**src/rtl/cpu_pkg.sv**
```systemverilog
// Shared CPU definitions: register-file geometry and the pipeline sequencer
// state encoding.
package cpu_pkg;

  localparam int unsigned REG_W    = 5;
  localparam int unsigned ZERO_REG = 31;
  localparam int unsigned CNT_W    = 16;

  typedef enum logic [1:0] {
    RUN,
    FREEZE,
    REDIRECT
  } seq_state_t;

endpackage

```
**src/rtl/pipeline_sequencer_if.sv**
```systemverilog
// Hazard inputs from the datapath and stall/flush controls back to it.
// The datapath is the master; the sequencer is the slave.
interface pipeline_sequencer_if #(
  parameter int unsigned REG_W = cpu_pkg::REG_W,
  parameter int unsigned CNT_W = cpu_pkg::CNT_W
);

  logic             id_ex_mem_read;
  logic [REG_W-1:0] id_ex_rd;
  logic [REG_W-1:0] if_id_rn;
  logic [REG_W-1:0] if_id_rm;
  logic             if_id_uses_rn;
  logic             if_id_uses_rm;
  logic             ex_br_taken;
  logic             mem_busy;

  logic             pc_write;
  logic             if_id_write;
  logic             if_id_flush;
  logic             id_ex_bubble;
  logic             pipe_en;
  logic             br_redirect;
  logic [CNT_W-1:0] stall_cnt;
  logic [CNT_W-1:0] flush_cnt;

  modport master (
    output id_ex_mem_read, id_ex_rd, if_id_rn, if_id_rm,
           if_id_uses_rn, if_id_uses_rm, ex_br_taken, mem_busy,
    input  pc_write, if_id_write, if_id_flush, id_ex_bubble,
           pipe_en, br_redirect, stall_cnt, flush_cnt
  );

  modport slave (
    input  id_ex_mem_read, id_ex_rd, if_id_rn, if_id_rm,
           if_id_uses_rn, if_id_uses_rm, ex_br_taken, mem_busy,
    output pc_write, if_id_write, if_id_flush, id_ex_bubble,
           pipe_en, br_redirect, stall_cnt, flush_cnt
  );

endinterface

```
**src/rtl/pipeline_sequencer_load_use_detect.sv**
```systemverilog
// Combinational load-use hazard detector: a load in ID/EX whose destination
// is read by the instruction in IF/ID. XZR never creates a dependency.
module load_use_detect #(
  parameter int unsigned REG_W    = cpu_pkg::REG_W,
  parameter int unsigned ZERO_REG = cpu_pkg::ZERO_REG
) (
  input  logic             id_ex_mem_read,
  input  logic [REG_W-1:0] id_ex_rd,
  input  logic [REG_W-1:0] if_id_rn,
  input  logic [REG_W-1:0] if_id_rm,
  input  logic             if_id_uses_rn,
  input  logic             if_id_uses_rm,
  output logic             lu
);

  localparam logic [REG_W-1:0] ZR = REG_W'(ZERO_REG);

  logic hit_rn;
  logic hit_rm;

  always_comb begin
    hit_rn = if_id_uses_rn && (id_ex_rd == if_id_rn);
    hit_rm = if_id_uses_rm && (id_ex_rd == if_id_rm);
    lu     = id_ex_mem_read && (id_ex_rd != ZR) && (hit_rn || hit_rm);
  end

endmodule

```
**src/rtl/pipeline_sequencer.sv**
```systemverilog
// Central stall/flush controller for the 5-stage pipeline: load-use stalls,
// taken-branch flushes, data-memory freezes and saturating event counters.
module pipeline_sequencer #(
  parameter int unsigned REG_W    = 5,
  parameter int unsigned CNT_W    = 16,
  parameter int unsigned ZERO_REG = 31
) (
  input logic                 clk,
  input logic                 reset,
  pipeline_sequencer_if.slave bus
);

  import cpu_pkg::*;

  seq_state_t       state;
  seq_state_t       state_nxt;
  logic             br_pend;
  logic             br_pend_nxt;
  logic             lu;
  logic             do_branch;
  logic             do_stall;
  logic [CNT_W-1:0] stall_cnt_q;
  logic [CNT_W-1:0] flush_cnt_q;

  load_use_detect #(
    .REG_W   (REG_W),
    .ZERO_REG(ZERO_REG)
  ) u_lu (
    .id_ex_mem_read(bus.id_ex_mem_read),
    .id_ex_rd      (bus.id_ex_rd),
    .if_id_rn      (bus.if_id_rn),
    .if_id_rm      (bus.if_id_rm),
    .if_id_uses_rn (bus.if_id_uses_rn),
    .if_id_uses_rm (bus.if_id_uses_rm),
    .lu            (lu)
  );

  // Freeze outranks everything; the first cycle out of FREEZE behaves as RUN.
  always_comb begin
    do_branch = !bus.mem_busy && (bus.ex_br_taken || (state == REDIRECT));
    do_stall  = !bus.mem_busy && !do_branch && lu;
  end

  always_ff @(posedge clk or posedge reset) begin
    if (reset) begin
      state   <= RUN;
      br_pend <= 1'b0;
    end else begin
      state   <= state_nxt;
      br_pend <= br_pend_nxt;
    end
  end

  always_comb begin
    state_nxt   = RUN;
    br_pend_nxt = br_pend;
    if (bus.mem_busy) begin
      state_nxt   = FREEZE;
      br_pend_nxt = br_pend || bus.ex_br_taken;
    end else begin
      if ((state == FREEZE) && br_pend) state_nxt = REDIRECT;
      if (do_branch) br_pend_nxt = 1'b0;
    end
  end

  always_comb begin
    bus.pc_write     = 1'b1;
    bus.if_id_write  = 1'b1;
    bus.if_id_flush  = 1'b0;
    bus.id_ex_bubble = 1'b0;
    bus.pipe_en      = 1'b1;
    bus.br_redirect  = 1'b0;
    if (reset) begin
      bus.pc_write     = 1'b0;
      bus.if_id_write  = 1'b0;
      bus.if_id_flush  = 1'b1;
      bus.id_ex_bubble = 1'b1;
      bus.pipe_en      = 1'b0;
    end else if (bus.mem_busy) begin
      bus.pc_write    = 1'b0;
      bus.if_id_write = 1'b0;
      bus.pipe_en     = 1'b0;
    end else if (do_branch) begin
      bus.if_id_flush  = 1'b1;
      bus.id_ex_bubble = 1'b1;
      bus.br_redirect  = 1'b1;
    end else if (do_stall) begin
      bus.pc_write     = 1'b0;
      bus.if_id_write  = 1'b0;
      bus.id_ex_bubble = 1'b1;
    end
  end

  always_ff @(posedge clk or posedge reset) begin
    if (reset) begin
      stall_cnt_q <= '0;
      flush_cnt_q <= '0;
    end else begin
      if (do_stall && (stall_cnt_q != '1)) stall_cnt_q <= stall_cnt_q + 1'b1;
      if (do_branch && (flush_cnt_q != '1)) flush_cnt_q <= flush_cnt_q + 1'b1;
    end
  end

  always_comb begin
    bus.stall_cnt = stall_cnt_q;
    bus.flush_cnt = flush_cnt_q;
  end

endmodule

```
**src/flat_wrapper.sv**
```systemverilog
// flat-port wrapper written by rule: the top's interface ports become plain ports
module pipeline_sequencer_flat import cpu_pkg::*;
#(
  parameter int unsigned REG_W    = 5,
  parameter int unsigned CNT_W    = 16,
  parameter int unsigned ZERO_REG = 31
)
  (clk, reset, bus_id_ex_mem_read, bus_id_ex_rd, bus_if_id_rn, bus_if_id_rm, bus_if_id_uses_rn, bus_if_id_uses_rm, bus_ex_br_taken, bus_mem_busy, bus_pc_write, bus_if_id_write, bus_if_id_flush, bus_id_ex_bubble, bus_pipe_en, bus_br_redirect, bus_stall_cnt, bus_flush_cnt);
  pipeline_sequencer_if #(.REG_W(REG_W), .CNT_W(CNT_W)) bus_i ();
  input logic clk;
  input logic reset;
  input wire logic [$bits(bus_i.id_ex_mem_read)-1:0] bus_id_ex_mem_read;
  input wire logic [$bits(bus_i.id_ex_rd)-1:0] bus_id_ex_rd;
  input wire logic [$bits(bus_i.if_id_rn)-1:0] bus_if_id_rn;
  input wire logic [$bits(bus_i.if_id_rm)-1:0] bus_if_id_rm;
  input wire logic [$bits(bus_i.if_id_uses_rn)-1:0] bus_if_id_uses_rn;
  input wire logic [$bits(bus_i.if_id_uses_rm)-1:0] bus_if_id_uses_rm;
  input wire logic [$bits(bus_i.ex_br_taken)-1:0] bus_ex_br_taken;
  input wire logic [$bits(bus_i.mem_busy)-1:0] bus_mem_busy;
  output wire logic [$bits(bus_i.pc_write)-1:0] bus_pc_write;
  output wire logic [$bits(bus_i.if_id_write)-1:0] bus_if_id_write;
  output wire logic [$bits(bus_i.if_id_flush)-1:0] bus_if_id_flush;
  output wire logic [$bits(bus_i.id_ex_bubble)-1:0] bus_id_ex_bubble;
  output wire logic [$bits(bus_i.pipe_en)-1:0] bus_pipe_en;
  output wire logic [$bits(bus_i.br_redirect)-1:0] bus_br_redirect;
  output wire logic [$bits(bus_i.stall_cnt)-1:0] bus_stall_cnt;
  output wire logic [$bits(bus_i.flush_cnt)-1:0] bus_flush_cnt;
  assign bus_i.id_ex_mem_read = bus_id_ex_mem_read;
  assign bus_i.id_ex_rd = bus_id_ex_rd;
  assign bus_i.if_id_rn = bus_if_id_rn;
  assign bus_i.if_id_rm = bus_if_id_rm;
  assign bus_i.if_id_uses_rn = bus_if_id_uses_rn;
  assign bus_i.if_id_uses_rm = bus_if_id_uses_rm;
  assign bus_i.ex_br_taken = bus_ex_br_taken;
  assign bus_i.mem_busy = bus_mem_busy;
  assign bus_pc_write = bus_i.pc_write;
  assign bus_if_id_write = bus_i.if_id_write;
  assign bus_if_id_flush = bus_i.if_id_flush;
  assign bus_id_ex_bubble = bus_i.id_ex_bubble;
  assign bus_pipe_en = bus_i.pipe_en;
  assign bus_br_redirect = bus_i.br_redirect;
  assign bus_stall_cnt = bus_i.stall_cnt;
  assign bus_flush_cnt = bus_i.flush_cnt;
  pipeline_sequencer #(.REG_W(REG_W), .CNT_W(CNT_W), .ZERO_REG(ZERO_REG)) u_core (.clk(clk), .reset(reset), .bus(bus_i));
endmodule
```
**config.mk**
```make
export PLATFORM = sky130hd
export DESIGN_NAME = pipeline_sequencer_flat
export DESIGN_NICKNAME = d
export VERILOG_FILES = /design/src/rtl/cpu_pkg.sv /design/src/rtl/pipeline_sequencer_if.sv /design/src/rtl/pipeline_sequencer_load_use_detect.sv /design/src/rtl/pipeline_sequencer.sv /design/src/flat_wrapper.sv
export SDC_FILE = /design/constraint.sdc
export NUM_CORES = 1
export LEC_CHECK = 0
export ABC_AREA = 1
export ABC_CLOCK_PERIOD_IN_PS = 1700
export CAP_MARGIN = 20
export CORE_ASPECT_RATIO = 1.1
export CORE_MARGIN = 5
export CORE_UTILIZATION = 45
export DETAILED_ROUTE_END_ITERATION = 7
export GPL_TIMING_DRIVEN = 0
export PLACE_DENSITY_LB_ADDON = 0.08
export SLEW_MARGIN = 20
export SYNTH_ARGS = -nofsm -noshare
export SYNTH_HDL_FRONTEND = slang
export SYNTH_SLANG_ARGS = --single-unit
export TNS_END_PERCENT = 100
```
**constraint.sdc**
```tcl
create_clock -name clk -period 1.7 [get_ports clk]
set_clock_uncertainty 0.15 [all_clocks]
set_input_delay 0.17 -clock clk [delete_from_list [all_inputs] [get_ports clk]]
set_output_delay 0.17 -clock clk [all_outputs]
set_load 0.01 [all_outputs]
```
==> summary.txt, run 1 <==
Outcome
  • Status: complete, but fails checks
  • Failing checks: negative setup slack

GRT
  • First-pass GRT wire length: 10800 um
  • Vias in the first global route: 2457
  • Largest net degree at the start of global routing: 25
  • Initial antenna violation count: 0
  • GR Overflow Total: 0
  • Tot GR Track Use: 0.194

Detailed routing
  • Per-cell routed wire length: 13.4 um
  • Via Count: 2590
  • Post-route DRC: 0
  • Post-route ant nets: 0
  • Vias per std cell: 5.08
  • Routed WL: 6840 um
  • Initial drt markers: 165
  • DRT Pass-1 Iters: 4

Floorplanning
  • Effective utilization at floorplan: 0.469
  • # IOs: 60
  • Chip height: 86.5 um
  • Rows: 27
  • Die area: 6880 sq um
  • Core Region: 5100 sq um
  • Die Wd: 79.5 um

Worst setup path
  • Critical R2R Launch: u_core.bus.flush_cnt[1]$_DFFE_PP0P_
  • Worst setup path category: flop to output pin
  • Capturing point of the worst reg2reg path: u_core.bus.flush_cnt[15]$_DFFE_PP0P_
  • Slowest stage delay, CP: 430 ps
  • CP max stage cell: dfrtp_1
  • Critical Path Start Type: flop
  • Crit path to: bus_pc_write
  • Worst-path cell chain: a21oi_4 > nand3_2 > nor2_4 > nand2_4 > nand2_2 > nor2_2 > buf_4 > buf_6
  • Crit path from: u_core.state[1]$_DFF_PP0_
  • Worst Setup End Kind: output pin
  • CP arrival: 1540 ps
  • Worst Path Max Fanout: 2
  • CP required: 1380 ps
  • R2r setup slk: -30 ps
  • R2R depth: 12

Synthesis
  • Post-Syn Nets: 372
  • Warnings, synthesis: 0
  • Post-synthesis instance total: 348
  • Post-synthesis sequential element count: 35
  • Mean post-synth cell area: 6.87 sq um
  • Synth unique cells: 28
  • Post-Synthesis Cell Area: 2390 sq um
  • Post-synthesis sequential area ratio: 0.366

Clock network
  • Register clock-pin slew on the reported worst setup and hold paths: 70 ps
  • # clock sinks: 35
  • CTS Buffer Depth: 2
  • Root Driver: clkbuf_8
  • CTS buffer count: 5
  • Clk_lat worst skew: 290 ps
  • H-tree depth: 2
  • CTS tree: done

STA
  • Actual slew at the worst max-slew pin: 339 ps
  • Setup ws final: -159 ps
  • Final hold vios: 0
  • Slew Limit Headroom: 0.774
  • Hold Worst Slack: 96.4 ps
  • F_max: 538 MHz
  • Fin crit period: 1860 ps
  • Slew Limit Fails: 0
  • Period Utilization, post-route: 1.09
  • Final setup viols: 12
  • RSZ-0062 raised after global routing: true

Flow run
  • Max Cap Viol: 0

Final layout
  • Final core utilization: 0.727
  • # fillers: 400
  • Number of diodes: 0
  • Layout cell share with drive strength beyond 1: 0.253
  • Layout Area Growth over Synthesis: 55.1%
  • Final nets: 461

Placed design
  • PortBufs: 59
  • Detail Placement HPWL: 4590 um
  • Final GP Congestion: 0.831

Power
  • Leak pwr: 1.83 nW
  • Power Total: 2.85 mW
  • Pwr/cell area: 768 nW/um^2
  • Max IR drop VDD: 0.482 mV

Min path
  • Worst min-delay path category: primary input to async pin
[state kept, by name (all words and copies together) (netlist names)]
signal                flops
u_core.br_pend            1
u_core.state              2
u_core.bus.stall_cnt     16
u_core.bus.flush_cnt     16
[repair_timing]
| item | CTS | global route |
|---|---|---|
| gates cloned | 0 | 2 |
| resized for setup | 42 | 71 |
| setup buffers | 11 | 10 |
| endpoints found under the setup margin | 35 | 42 |
| pin swaps | 8 | 19 |
| hold buffers | 0 | 0 |
[metrics by stage]
step	setup slack (ps)	setup TNS, ps	cell area, sq um	std cells
2_1_floorplan	11.9	0	2390	348
3_3_place_gp	-1090	-23050	3080	479
5_1_grt	-221	-2140	3710	510
3_5_place_dp	-811	-8970	3100	480
6_report	-159	-406	3710	510
4_1_cts	-229	-653	3370	499
[kinds of logic after synthesis]
group           synth area share
xor+xnor                  0.0549
compound gates            0.0288
fa+ha+maj                 0.0105
simple gates               0.449
buf+inv                   0.0905
flops                      0.366
[metal layers]
layer | track usage | share of wire | vias up
met5 | 0 | 0 | -
met4 | 0.0641 | 0.018 | 0
met3 | 0.0426 | 0.062 | 12
met2 | 0.333 | 0.50 | 83
met1 | 0.239 | 0.42 | 1209
li1 | - | - | 1286
[area by class of cell]
type	instances	area, sq um	share of cell area
well taps	72	90.1	0.0243
inverters	42	173	0.0465
plain buffers	7	82.6	0.0223
multi-input cells	264	1490	0.401
repair buffers	82	847	0.228
clock inverters	3	67.6	0.0182
flip-flops and latches	35	892	0.240
clock buffers	5	68.8	0.0185
[critical path: cells and delay by family, from the launching register on]
family / cells / cell delay, ps
DFF: 1 / 430
and+or+nand+nor: 5 / 410
AOI/OAI and AO/OA: 1 / 180
buffers and inverters: 2 / 240
[Yosys cell counts]
cell type  count  area [sq um]
nor2_4         2          22.5
nand4_4        1          21.3
nand3_1       24           120
xnor2_1        7          61.3
nor2_1        32           120
dfrtp_1       35           876
ha_1           2          25.0
buf_6          3          33.8
clkinv_1       1          3.75
nand3_2        1          10.0
nand2_1      135           507
buf_4          1          7.51
nand2_2        2          12.5
inv_4          1          6.26
nand2_4        1          11.3
nor2_2         2          12.5
nand3_4        1          17.5
o21ai_2        5          43.8
buf_2          3          15.0
o21ai_1        1          5.00
nor3_2         1          10.0
inv_1         40           150
o21ai_0        3          15.0
nor3_1         9          45.0
nand3b_1       2          15.0
nand4_1       24           150
xor2_1         8          70.1
a21oi_1        1          5.00
[placed cells by master (no fill, tap or decap), drive strengths merged, types with 10 or more instances in the layout]
master	netlist	routed
nand2	138	138
clkdlybuf4s50	0	41
inv	41	41
nor2	36	36
dfrtp	35	35
buf	7	32
nand3	26	26
nand4	25	25
dlymetal6s2s	0	10
nor3	10	10
[report_power, final]
part           switching [mW]  internal (mW)  total [mW]
combinational           0.432          0.465       0.897
clock                   0.332          0.585       0.917
sequential              0.109          0.926        1.03
[worst min path at each step]
stage                                    from                        end  slack [ps]  depth (start not counted)
finish                                  reset  u_core.state[0]$_DFF_PP0_         100                          2
global route                            reset  u_core.state[0]$_DFF_PP0_         150                          2
CTS                                     reset  u_core.state[0]$_DFF_PP0_         100                          2
detailed placement  u_core.state[1]$_DFF_PP0_  u_core.state[1]$_DFF_PP0_         300                          1
global placement    u_core.state[1]$_DFF_PP0_  u_core.state[1]$_DFF_PP0_         270                          1
floorplan                        bus_mem_busy  u_core.state[0]$_DFF_PP0_          50                          0
Note: power is estimated with default switching activity, not from simulation.
==> run 2, diff against run 1 <==
--- a/config.mk
+++ b/config.mk
@@ -8,7 +8,6 @@
 export ABC_AREA = 1
 export ABC_CLOCK_PERIOD_IN_PS = 1700
 export CAP_MARGIN = 20
-export CORE_ASPECT_RATIO = 1.1
 export CORE_MARGIN = 5
 export CORE_UTILIZATION = 45
 export DETAILED_ROUTE_END_ITERATION = 7
==> run 2 against run 1 <==
The run still ends with negative setup slack left. Critical endpoint unchanged. Critical path depth did not move. Die area barely moved. Sequential share of layout area fell by 0.11 points. Worst hold slack got worse by 26 ps. Sequential power barely moved.
==> summary.txt, run 2 (synthesis results as in run 1) <==
Detailed routing
  • Via Count: 2619
  • Post-route DRC: 0
  • DRT Pass-1 Iters: 4
  • Post-route ant nets: 0
  • Initial drt markers: 112
  • Per-cell routed wire length: 13.5 um
  • Vias per std cell: 5.07
  • Routed WL: 6970 um

STA
  • Final setup viols: 3
  • Fin crit period: 1810 ps
  • Slew Limit Headroom: 0.776
  • Final hold vios: 0
  • Actual slew at the worst max-slew pin: 335 ps
  • Setup ws final: -114 ps
  • Period Utilization, post-route: 1.07
  • Hold Worst Slack: 70.7 ps
  • RSZ-0062 raised after global routing: true
  • F_max: 551 MHz
  • Slew Limit Fails: 0

Floorplanning
  • Die area: 6870 sq um
  • # IOs: 60
  • Core Region: 5140 sq um
  • Chip height: 82.9 um
  • Rows: 26
  • Effective utilization at floorplan: 0.465
  • Die Wd: 82.9 um

Worst setup path
  • R2r setup slk: 20 ps
  • Worst Path Max Fanout: 2
  • Capturing point of the worst reg2reg path: u_core.bus.stall_cnt[8]$_DFFE_PP0P_
  • CP arrival: 1490 ps
  • R2R depth: 8
  • Critical Path Start Type: flop
  • Crit path from: u_core.state[1]$_DFF_PP0_
  • CP required: 1380 ps
  • Critical R2R Launch: u_core.state[1]$_DFF_PP0_
  • Worst setup path category: flop to output pin
  • Worst Setup End Kind: output pin
  • Crit path to: bus_pc_write

GRT
  • GR Overflow Total: 0
  • Largest net degree at the start of global routing: 30
  • Vias in the first global route: 2453
  • Initial antenna violation count: 0
  • First-pass GRT wire length: 11000 um
  • Tot GR Track Use: 0.188

Min path
  • Worst min-delay path category: primary input to async pin

Power
  • Internal Pwr Total: 1.78 mW
  • Leak pwr: 1.84 nW
  • Sequential power share: 0.390
  • Combinational share of power: 0.318
  • NetSw: 871 uW
  • Power Total: 2.65 mW
  • Clock network power share: 0.292
  • Net Sw Frac: 0.329
  • Pwr/cell area: 714 nW/um^2
  • Max IR drop VDD: 0.625 mV

Final layout
  • Layout cell share with drive strength beyond 1: 0.257
  • Finished Cell Area: 3710 sq um
  • Number of diodes: 0
  • Most frequent cells in the layout: 124 x nand2_1, 39 x clkdlybuf4s50_1, 34 x inv_1
  • Layout Area Growth over Synthesis: 55.1%
  • Final nets: 470
  • Final core utilization: 0.722
  • Most common cell after layout, fill and taps aside: nand2_1

Clock network
  • CTS buffer count: 5
  • CTS Buffer Depth: 2
  • Clk_lat worst skew: 290 ps
  • H-tree depth: 2
  • Root Driver: clkbuf_8
  • Register clock-pin slew on the reported worst setup and hold paths: 80 ps
  • CTS tree: done
  • # clock sinks: 35

Placed design
  • Detail Placement HPWL: 4630 um
  • Final GP Congestion: 0.825
  • Setup WS pre-CTS: -801 ps
  • DP Area: 3090 sq um
  • PortBufs: 59

Flow run
  • Max Cap Viol: 0

Outcome
  • Failing checks: negative setup slack
  • Status: complete, but fails checks
## run 2: changes by cell type in the layout (fill, tap and decap cells not counted), moves of 3 or more
cell	previous run	this run
buf_4	17	28
dfrtp_1	22	25
dfrtp_2	13	10
dlygate4sd2_1	3	12
dlymetal6s2s_1	10	3
## run 2: cell type report
type                    count  area (sq um)
plain buffers               7          82.6
multi-input cells         264          1500
clock inverters             3          43.8
inverters                  42           170
well taps                  70          87.6
fillers                   447          1430
repair buffers             91           873
flip-flops and latches     35           888
clock buffers               5          68.8
## run 2: through the flow
stage / setup TNS (ps) / cells
final: -238 / 517
after floorplan: 0 / 348
after global routing: -859 / 517
after detailed placement: -8750 / 478
after CTS: -133 / 502
after global placement: -26060 / 477
## run 2: worst min-delay path by stage
stage | to | slack [ps] | cells past startpoint
floorplan | u_core.state[0]$_DFF_PP0_ | 50 | 0
global placement | u_core.state[1]$_DFF_PP0_ | 270 | 1
detailed placement | u_core.state[1]$_DFF_PP0_ | 290 | 1
CTS | u_core.bus.flush_cnt[11]$_DFFE_PP0P_ | 50 | 4
global route | u_core.bus.flush_cnt[13]$_DFFE_PP0P_ | 100 | 4
finish | u_core.bus.flush_cnt[11]$_DFFE_PP0P_ | 70 | 4
## run 2: worst max-delay path, cell delays in order, from the launching register on
cell and delay, ps:
dfrtp_1 400, a21oi_2 190, nand3_2 110, nor2_4 130, nand2_4 70, nand2_4 60
nor2_4 40, buf_6 110, buf_6 110
## run 2: timing repair
action / 4_1_cts / 5_1_grt
buffers inserted: 14 / 14
setup endpoints to repair: 35 / 36
endpoints found under the hold margin: 6 / 0
cloned: 0 / 2
pin swaps: 14 / 15
gates resized for setup: 52 / 59
hold buffers: 2 / 0
## run 2: layer usage
metal,track usage,wire [um],vias to the layer above
met5,0,0,-
met4,0.0713,143,0
met3,0.0406,487,17
met2,0.322,3420,94
met1,0.231,2920,1200
li1,-,-,1308
## run 2: power by group through the flow
stage	logic (mW)	registers, mW	clock network (mW)
after global routing	0.913	1.05	0.814
after global placement	0.618	1.05	0
final	0.842	1.03	0.774
after CTS	0.748	1.02	0.778
after floorplan	0.290	1.07	0
after detailed placement	0.639	1.05	0
